$ cat src/rtl/fadd_rr_scheduler.sv
// Round-robin sharing of one combinational FP32 adder among NREQ requesters,
// with a two-deep registered pipeline (operands -> sum) and a backpressured response port.

module IEEE32float_adder (
  input  logic [31:0] a_i,
  input  logic [31:0] b_i,
  output logic [31:0] sum_o
);
  logic [31:0] big, sml;
  logic [7:0]  big_e, sml_e, d_e;
  logic [26:0] big_m, sml_m, norm;
  logic [27:0] mag;
  logic [8:0]  res_e;
  logic [4:0]  lz;
  logic        flush, a_nan, b_nan, a_inf, b_inf;

  assign a_nan = (a_i[30:23] == 8'hFF) && (a_i[22:0] != 23'd0);
  assign b_nan = (b_i[30:23] == 8'hFF) && (b_i[22:0] != 23'd0);
  assign a_inf = (a_i[30:23] == 8'hFF) && (a_i[22:0] == 23'd0);
  assign b_inf = (b_i[30:23] == 8'hFF) && (b_i[22:0] == 23'd0);

  always_comb begin
    big = a_i;
    sml = b_i;
    if (b_i[30:0] > a_i[30:0]) begin
      big = b_i;
      sml = a_i;
    end
    // Denormals use exponent 1 with no hidden bit; three extra low bits for alignment.
    big_e = (big[30:23] == 8'd0) ? 8'd1 : big[30:23];
    sml_e = (sml[30:23] == 8'd0) ? 8'd1 : sml[30:23];
    big_m = {big[30:23] != 8'd0, big[22:0], 3'b000};
    sml_m = {sml[30:23] != 8'd0, sml[22:0], 3'b000};
    d_e   = big_e - sml_e;
    sml_m = (d_e > 8'd26) ? 27'd0 : (sml_m >> d_e);
    mag   = (big[31] == sml[31]) ? ({1'b0, big_m} + {1'b0, sml_m})
                                 : ({1'b0, big_m} - {1'b0, sml_m});
    lz = 5'd0;
    for (int i = 0; i < 27; i++) if (mag[i]) lz = 5'(26 - i);
    res_e = {1'b0, big_e};
    norm  = mag[26:0];
    flush = 1'b0;
    if (mag[27]) begin
      norm  = mag[27:1];
      res_e = res_e + 9'd1;
    end else if (res_e > {4'd0, lz}) begin
      norm  = mag[26:0] << lz;
      res_e = res_e - {4'd0, lz};
    end else begin
      flush = 1'b1;
    end

    if (a_nan || b_nan || (a_inf && b_inf && (a_i[31] != b_i[31]))) sum_o = 32'hFFFF_FFFF;
    else if (a_inf)                       sum_o = a_i;
    else if (b_inf)                       sum_o = b_i;
    else if (mag == 28'd0 || flush)       sum_o = 32'd0;
    else if (res_e >= 9'd255)             sum_o = {big[31], 8'hFF, 23'd0};
    else                                  sum_o = {big[31], res_e[7:0], norm[25:3]};
  end
endmodule

module fadd_rr_scheduler #(
  parameter int NREQ = 4,
  parameter int IDW  = 2
) (
  input  logic              clk,
  input  logic              reset,
  input  logic [NREQ-1:0]   req_valid,
  input  logic [32*NREQ-1:0] req_a,
  input  logic [32*NREQ-1:0] req_b,
  output logic [NREQ-1:0]   req_ready,
  output logic              rsp_valid,
  input  logic              rsp_ready,
  output logic [31:0]       rsp_data,
  output logic [IDW-1:0]    rsp_id,
  output logic              rsp_special,
  output logic              busy,
  output logic [31:0]       ops_done
);
  logic           s1_vld_q, s2_vld_q, s2_spec_q;
  logic [31:0]    s1_a_q, s1_b_q, s2_data_q, ops_q, sum;
  logic [IDW-1:0] s1_id_q, s2_id_q, rr_ptr_q, rr_ptr_d, gnt_id;
  logic           gnt_vld, grant, s1_adv, s2_adv;
  int             idx;

  assign s2_adv = !s2_vld_q | rsp_ready;
  assign s1_adv = !s1_vld_q | s2_adv;

  // Scan downward so the requester closest to rr_ptr (upward, modulo NREQ) wins.
  always_comb begin
    gnt_vld = 1'b0;
    gnt_id  = '0;
    idx     = 0;
    for (int k = NREQ - 1; k >= 0; k--) begin
      idx = int'(rr_ptr_q) + k;
      if (idx >= NREQ) idx = idx - NREQ;
      if (req_valid[idx[IDW-1:0]]) begin
        gnt_vld = 1'b1;
        gnt_id  = idx[IDW-1:0];
      end
    end
  end

  assign grant     = gnt_vld & s1_adv;
  assign req_ready = grant ? (NREQ'(1) << gnt_id) : '0;
  assign rr_ptr_d  = (gnt_id == IDW'(NREQ - 1)) ? '0 : gnt_id + IDW'(1);

  IEEE32float_adder u_add (.a_i(s1_a_q), .b_i(s1_b_q), .sum_o(sum));

  always_ff @(posedge clk) begin
    if (reset) begin
      s1_vld_q  <= 1'b0;
      s1_a_q    <= '0;
      s1_b_q    <= '0;
      s1_id_q   <= '0;
      s2_vld_q  <= 1'b0;
      s2_data_q <= '0;
      s2_id_q   <= '0;
      s2_spec_q <= 1'b0;
      rr_ptr_q  <= '0;
      ops_q     <= '0;
    end else begin
      if (s1_adv) begin
        s1_vld_q <= grant;
        if (grant) begin
          s1_a_q   <= req_a[32*gnt_id +: 32];
          s1_b_q   <= req_b[32*gnt_id +: 32];
          s1_id_q  <= gnt_id;
          rr_ptr_q <= rr_ptr_d;
        end
      end
      if (s2_adv) begin
        s2_vld_q <= s1_vld_q;
        if (s1_vld_q) begin
          s2_data_q <= sum;
          s2_id_q   <= s1_id_q;
          s2_spec_q <= (s1_a_q[30:23] == 8'hFF) | (s1_b_q[30:23] == 8'hFF);
        end
      end
      if (s2_vld_q & rsp_ready) ops_q <= ops_q + 32'd1;
    end
  end

  assign rsp_valid   = s2_vld_q;
  assign rsp_data    = s2_data_q;
  assign rsp_id      = s2_id_q;
  assign rsp_special = s2_spec_q;
  assign busy        = s1_vld_q | s2_vld_q;
  assign ops_done    = ops_q;
endmodule

$ cat config.mk
export PLATFORM = sky130hd
export DESIGN_NAME = fadd_rr_scheduler
export DESIGN_NICKNAME = d
export VERILOG_FILES = /design/src/rtl/fadd_rr_scheduler.sv
export SDC_FILE = /design/constraint.sdc
export NUM_CORES = 1
export LEC_CHECK = 0
export ABC_AREA = 0
export BUFFER_PORTS_ARGS = -buffer_cell sky130_fd_sc_hd__buf_2
export CAP_MARGIN = 20
export CORE_MARGIN = 3
export CORE_UTILIZATION = 63
export CTS_BUF_LIST = sky130_fd_sc_hd__clkbuf_2 sky130_fd_sc_hd__clkbuf_4 sky130_fd_sc_hd__clkbuf_8
export DETAILED_ROUTE_END_ITERATION = 10
export PLACE_DENSITY_LB_ADDON = 0.25
export SLEW_MARGIN = 10
export SYNTH_ARGS = -nofsm -noshare
export SYNTH_HDL_FRONTEND = slang
export SYNTH_SLANG_ARGS = --single-unit
$ cat constraint.sdc
create_clock -name clk -period 39.3 [get_ports clk]
set_clock_uncertainty 0.15 [all_clocks]
set_input_delay 1.965 -clock clk [delete_from_list [all_inputs] [get_ports clk]]
set_output_delay 1.965 -clock clk [all_outputs]
set_load 0.1 [all_outputs]
==> run summary <==
The flow ran to the end, but the final reports show violations. The checks that failed: design-rule violations. After clock tree synthesis, the clock-pin slew on the worst setup and hold paths is 0.10 ns.

The count of input and output buffers was 335; the number of antenna violations at the first check in global routing was 5. After synthesis, flip-flops and latches occupy 16.29% of the total area. Along the worst path, the maximum fanout reaches 38. The pin slew with the least headroom to its limit is 1.142 ns, and the post-synthesis compound-gate area fraction is 27.43%. The number of enable flip-flop cells after synthesis works out to 0. The average instance in the mapped netlist occupies 6.866 um2. Of the cells placed in the final design, the portion with a size suffix greater than 1 is 18.18%. The delay of the slowest critical-path stage works out to 0.78 ns.

Grouping stages by cell kind, the critical path spends the most delay in compound AO/OA/AOI/OAI gates. The logs give 0 for the number of nets still failing antenna checks after routing and 0 for the number of violations of the max-capacitance limit. The mapped netlist covers 16830 um2. After detailed routing, the total wire length is 64030 um.

TritonCTS created 17 clock buffers. In this run the clock root is driven by a sky130_fd_sc_hd__clkbuf_8. The tools report the total global-route track usage as 42.16%.

The run gives 0 as the total of cells resized after clock tree synthesis. TritonCTS built the clock tree. The tools report the hold-fix buffer count after cts as 0. For this design, the slowest cell found on the critical path is sky130_fd_sc_hd__a2111oi_0. STA puts the critical path data arrival time at 16.50 ns. The fraction of the mapped netlist area in simple logic gates works out to 29.55%. Synthesis instantiated 107 different standard cells from the library.

The run gives 26130 um2 as the placeable core region. Synthesis inferred 137 register bits. The worst setup path is captured at a register. The portion of synthesized area spent on multiplexers is 9.870%. Summing all multi-input logic gate instances after layout gives 13060 um2.

The initial core utilization was 64.42%; the total via count in the routed design was 20.59k. The die boundary height was 169.5 um; the final net count was 3023. The synthesized netlist devotes 2.906% of its cell area to XOR and XNOR gates.

Setup repair after global routing left no endpoint under its margin. In the synthesized netlist, the number of instances is 2452. The shortest clock period the worst path allows after layout works out to 16.34 ns. After synthesis, the largest family of logic cells by area is simple AND/OR/NAND/NOR gates.

Setup total negative slack on the finished layout was measured at 0 ns. The H-tree generated during clock tree synthesis spans 4 levels. At the worst endpoint, the required time is 39.47 ns.

The first routing iteration left 2758 violations. The final hold violation count came out at 0. Headroom to the max-slew limit came out at 23.86%. Summing all flip-flop and latch instances after layout gives 2743 um2. In this run the horizontal extent of the chip is 169.5 um.

After clock tree synthesis, the setup repair step added 0 buffers. The most used flip-flop cell after synthesis is sky130_fd_sc_hd__dfxtp_1. Final weighted congestion of routability-driven global placement: 1.023. The worst min-delay path class is register to register. When the netlist entered floorplanning its net count stood at 2814. The final number of max-transition violations was 0; the number of global-route vias before repair was 18.73k. Number of buffer and inverter stages on the critical path: 4.

Detailed placement ended at an HPWL of 49100 um. Setup violations remaining at the end of the flow were counted as 0. Via-per-instance ratio: 6.833. For this run, asynchronously set or reset flops after synthesis account for 0%. Dividing the detail-routed wire length by the instance count gives 21.25 um. The first global-routing pass estimated 98680 um of wire. The number of buffers between clock root and the deepest sink is 2. The number of rows in the core area came out at 59. The synthesized netlist devotes 7.402% of its cell area to adder and majority cells. The number of warning messages in the yosys log is 0. For this run, the top clock speed supported by timing is 61.20 MHz. The total global routing overflow was 0.

The number of ports placed on the die boundary was 336. The worst setup path is of the register to register kind. Share of the clock period used by the worst path: 41.58%.

STA classifies the critical path startpoint as a register. The remaining routing DRC violations is 1. The later pin in the worst-skew pair is clocked with a latency of 0.47 ns. For the largest net degree at the start of global routing, the log shows 106. The overall die area was 28720 um2; the detailed-routing iteration count for the pre-antenna-repair pass was 10.

The fill cell instance count of the final layout was 2181. Compared with the post-synthesis result, the final layout area differs by 11.88%. The tools report the number of clock sinks seen by CTS as 137.
-- cell type report --
type	count	share of cell area, %
multi-input combinational	2042	69.36
clock buffer	17	1.242
sequential	137	14.56
inverter	109	2.186
timing repair buffer	354	9.673
antenna	4	0.05315
clock inverter	15	0.6975
tap	335	2.225
-- worst min-delay path, cell delays in order, from the launching register on --
cell,delay [ns]
sky130_fd_sc_hd__dfxtp_1,0.32
sky130_fd_sc_hd__nand2_1,0.05
sky130_fd_sc_hd__a21oi_1,0.05
-- cells by family after synthesis --
| family | Yosys count |
|---|---|
| flops | 137 |
| compound gates | 669 |
| mux | 147 |
| fa+ha+maj | 99 |
| buf+inv | 273 |
| simple gates | 1072 |
| xor+xnor | 55 |
-- stage by stage --
stage / cell area, um2 / instances / worst slack [ns] / hold WS, ns / utilization, %
after floorplan: 16830 / 2452 / 26.53 / 0.2823 / -
after global placement: 18460 / 2977 / 24.14 / 0.2896 / 70.64
after detailed placement: 18460 / 2977 / 23.51 / 0.3019 / 70.64
after CTS: 18820 / 3009 / 23.37 / 0.3132 / 72.03
after global routing: 18830 / 3013 / 21.77 / 0.3368 / 72.07
final: 18830 / 3013 / 22.96 / 0.3131 / 72.07
-- Yosys cell counts, drive strengths merged (52+ instances only) --
cell type	number	area [um2]
mux2i	116	1174
a311oi	72	660.6
clkbuf	127	476.7
o21ai	118	601.8
nand2	437	1650
nor3	55	331.6
nand3	52	265.3
and3	92	575.6
a21oi	199	999.7
dfxtp	137	2743
ha	98	1226
inv	108	405.4
nor2	279	1062
-- metal layers --
layer	track usage, %	part of all wire [%]	up-vias
li1	-	-	9317
met1	53.89	38	9466
met2	68.89	46	1521
met3	6.942	11	283
met4	21.51	5.8	2
met5	0	0.020	-
-- flip-flops by register name, indices dropped and copies added (netlist names), 2 cells and up --
name and cells:
s1_b_q 32, rsp_data 32, rr_ptr_q 2, s1_a_q 32, rsp_id 2, s1_id_q 2, ops_done 32
-- path summary, 6_finish.rpt --
kind | slack (ns) | to | cells after the start | startpoint
worst max-delay path | 22.96 | rsp_data[15]$_SDFFE_PP0P_ | 53 | s1_a_q[8]$_SDFFE_PP0P_
worst min-delay path | 0.31 | rsp_id[1]$_SDFFE_PP0P_ | 2 | s1_id_q[1]$_SDFFE_PP0P_
worst max register to register | 22.96 | rsp_data[15]$_SDFFE_PP0P_ | 53 | s1_a_q[8]$_SDFFE_PP0P_
worst min register to register | 0.31 | rsp_id[1]$_SDFFE_PP0P_ | 2 | s1_id_q[1]$_SDFFE_PP0P_
-- placed cells by master, fill, tap and decap left out, drive strengths merged, types with 14 or more instances in the layout --
master    n
nor4     27
nor3     55
a21oi   199
nand2b   22
dfxtp   137
buf     354
a21o     22
a31oi    18
mux2     19
inv     116
nand3    52
nor2b    15
a211oi   40
o31ai    16
o21ai   118
xnor2    25
nor2    279
nand2   437
o21bai   14
ha       98
and3     92
o22ai    24
xor2     30
clkbuf   17
a21boi   16
mux2i   116
a311oi   72
nand4    29
Power is not shown: default switching activity piles up to over one toggle a cycle in this logic, so the estimate is an artifact.
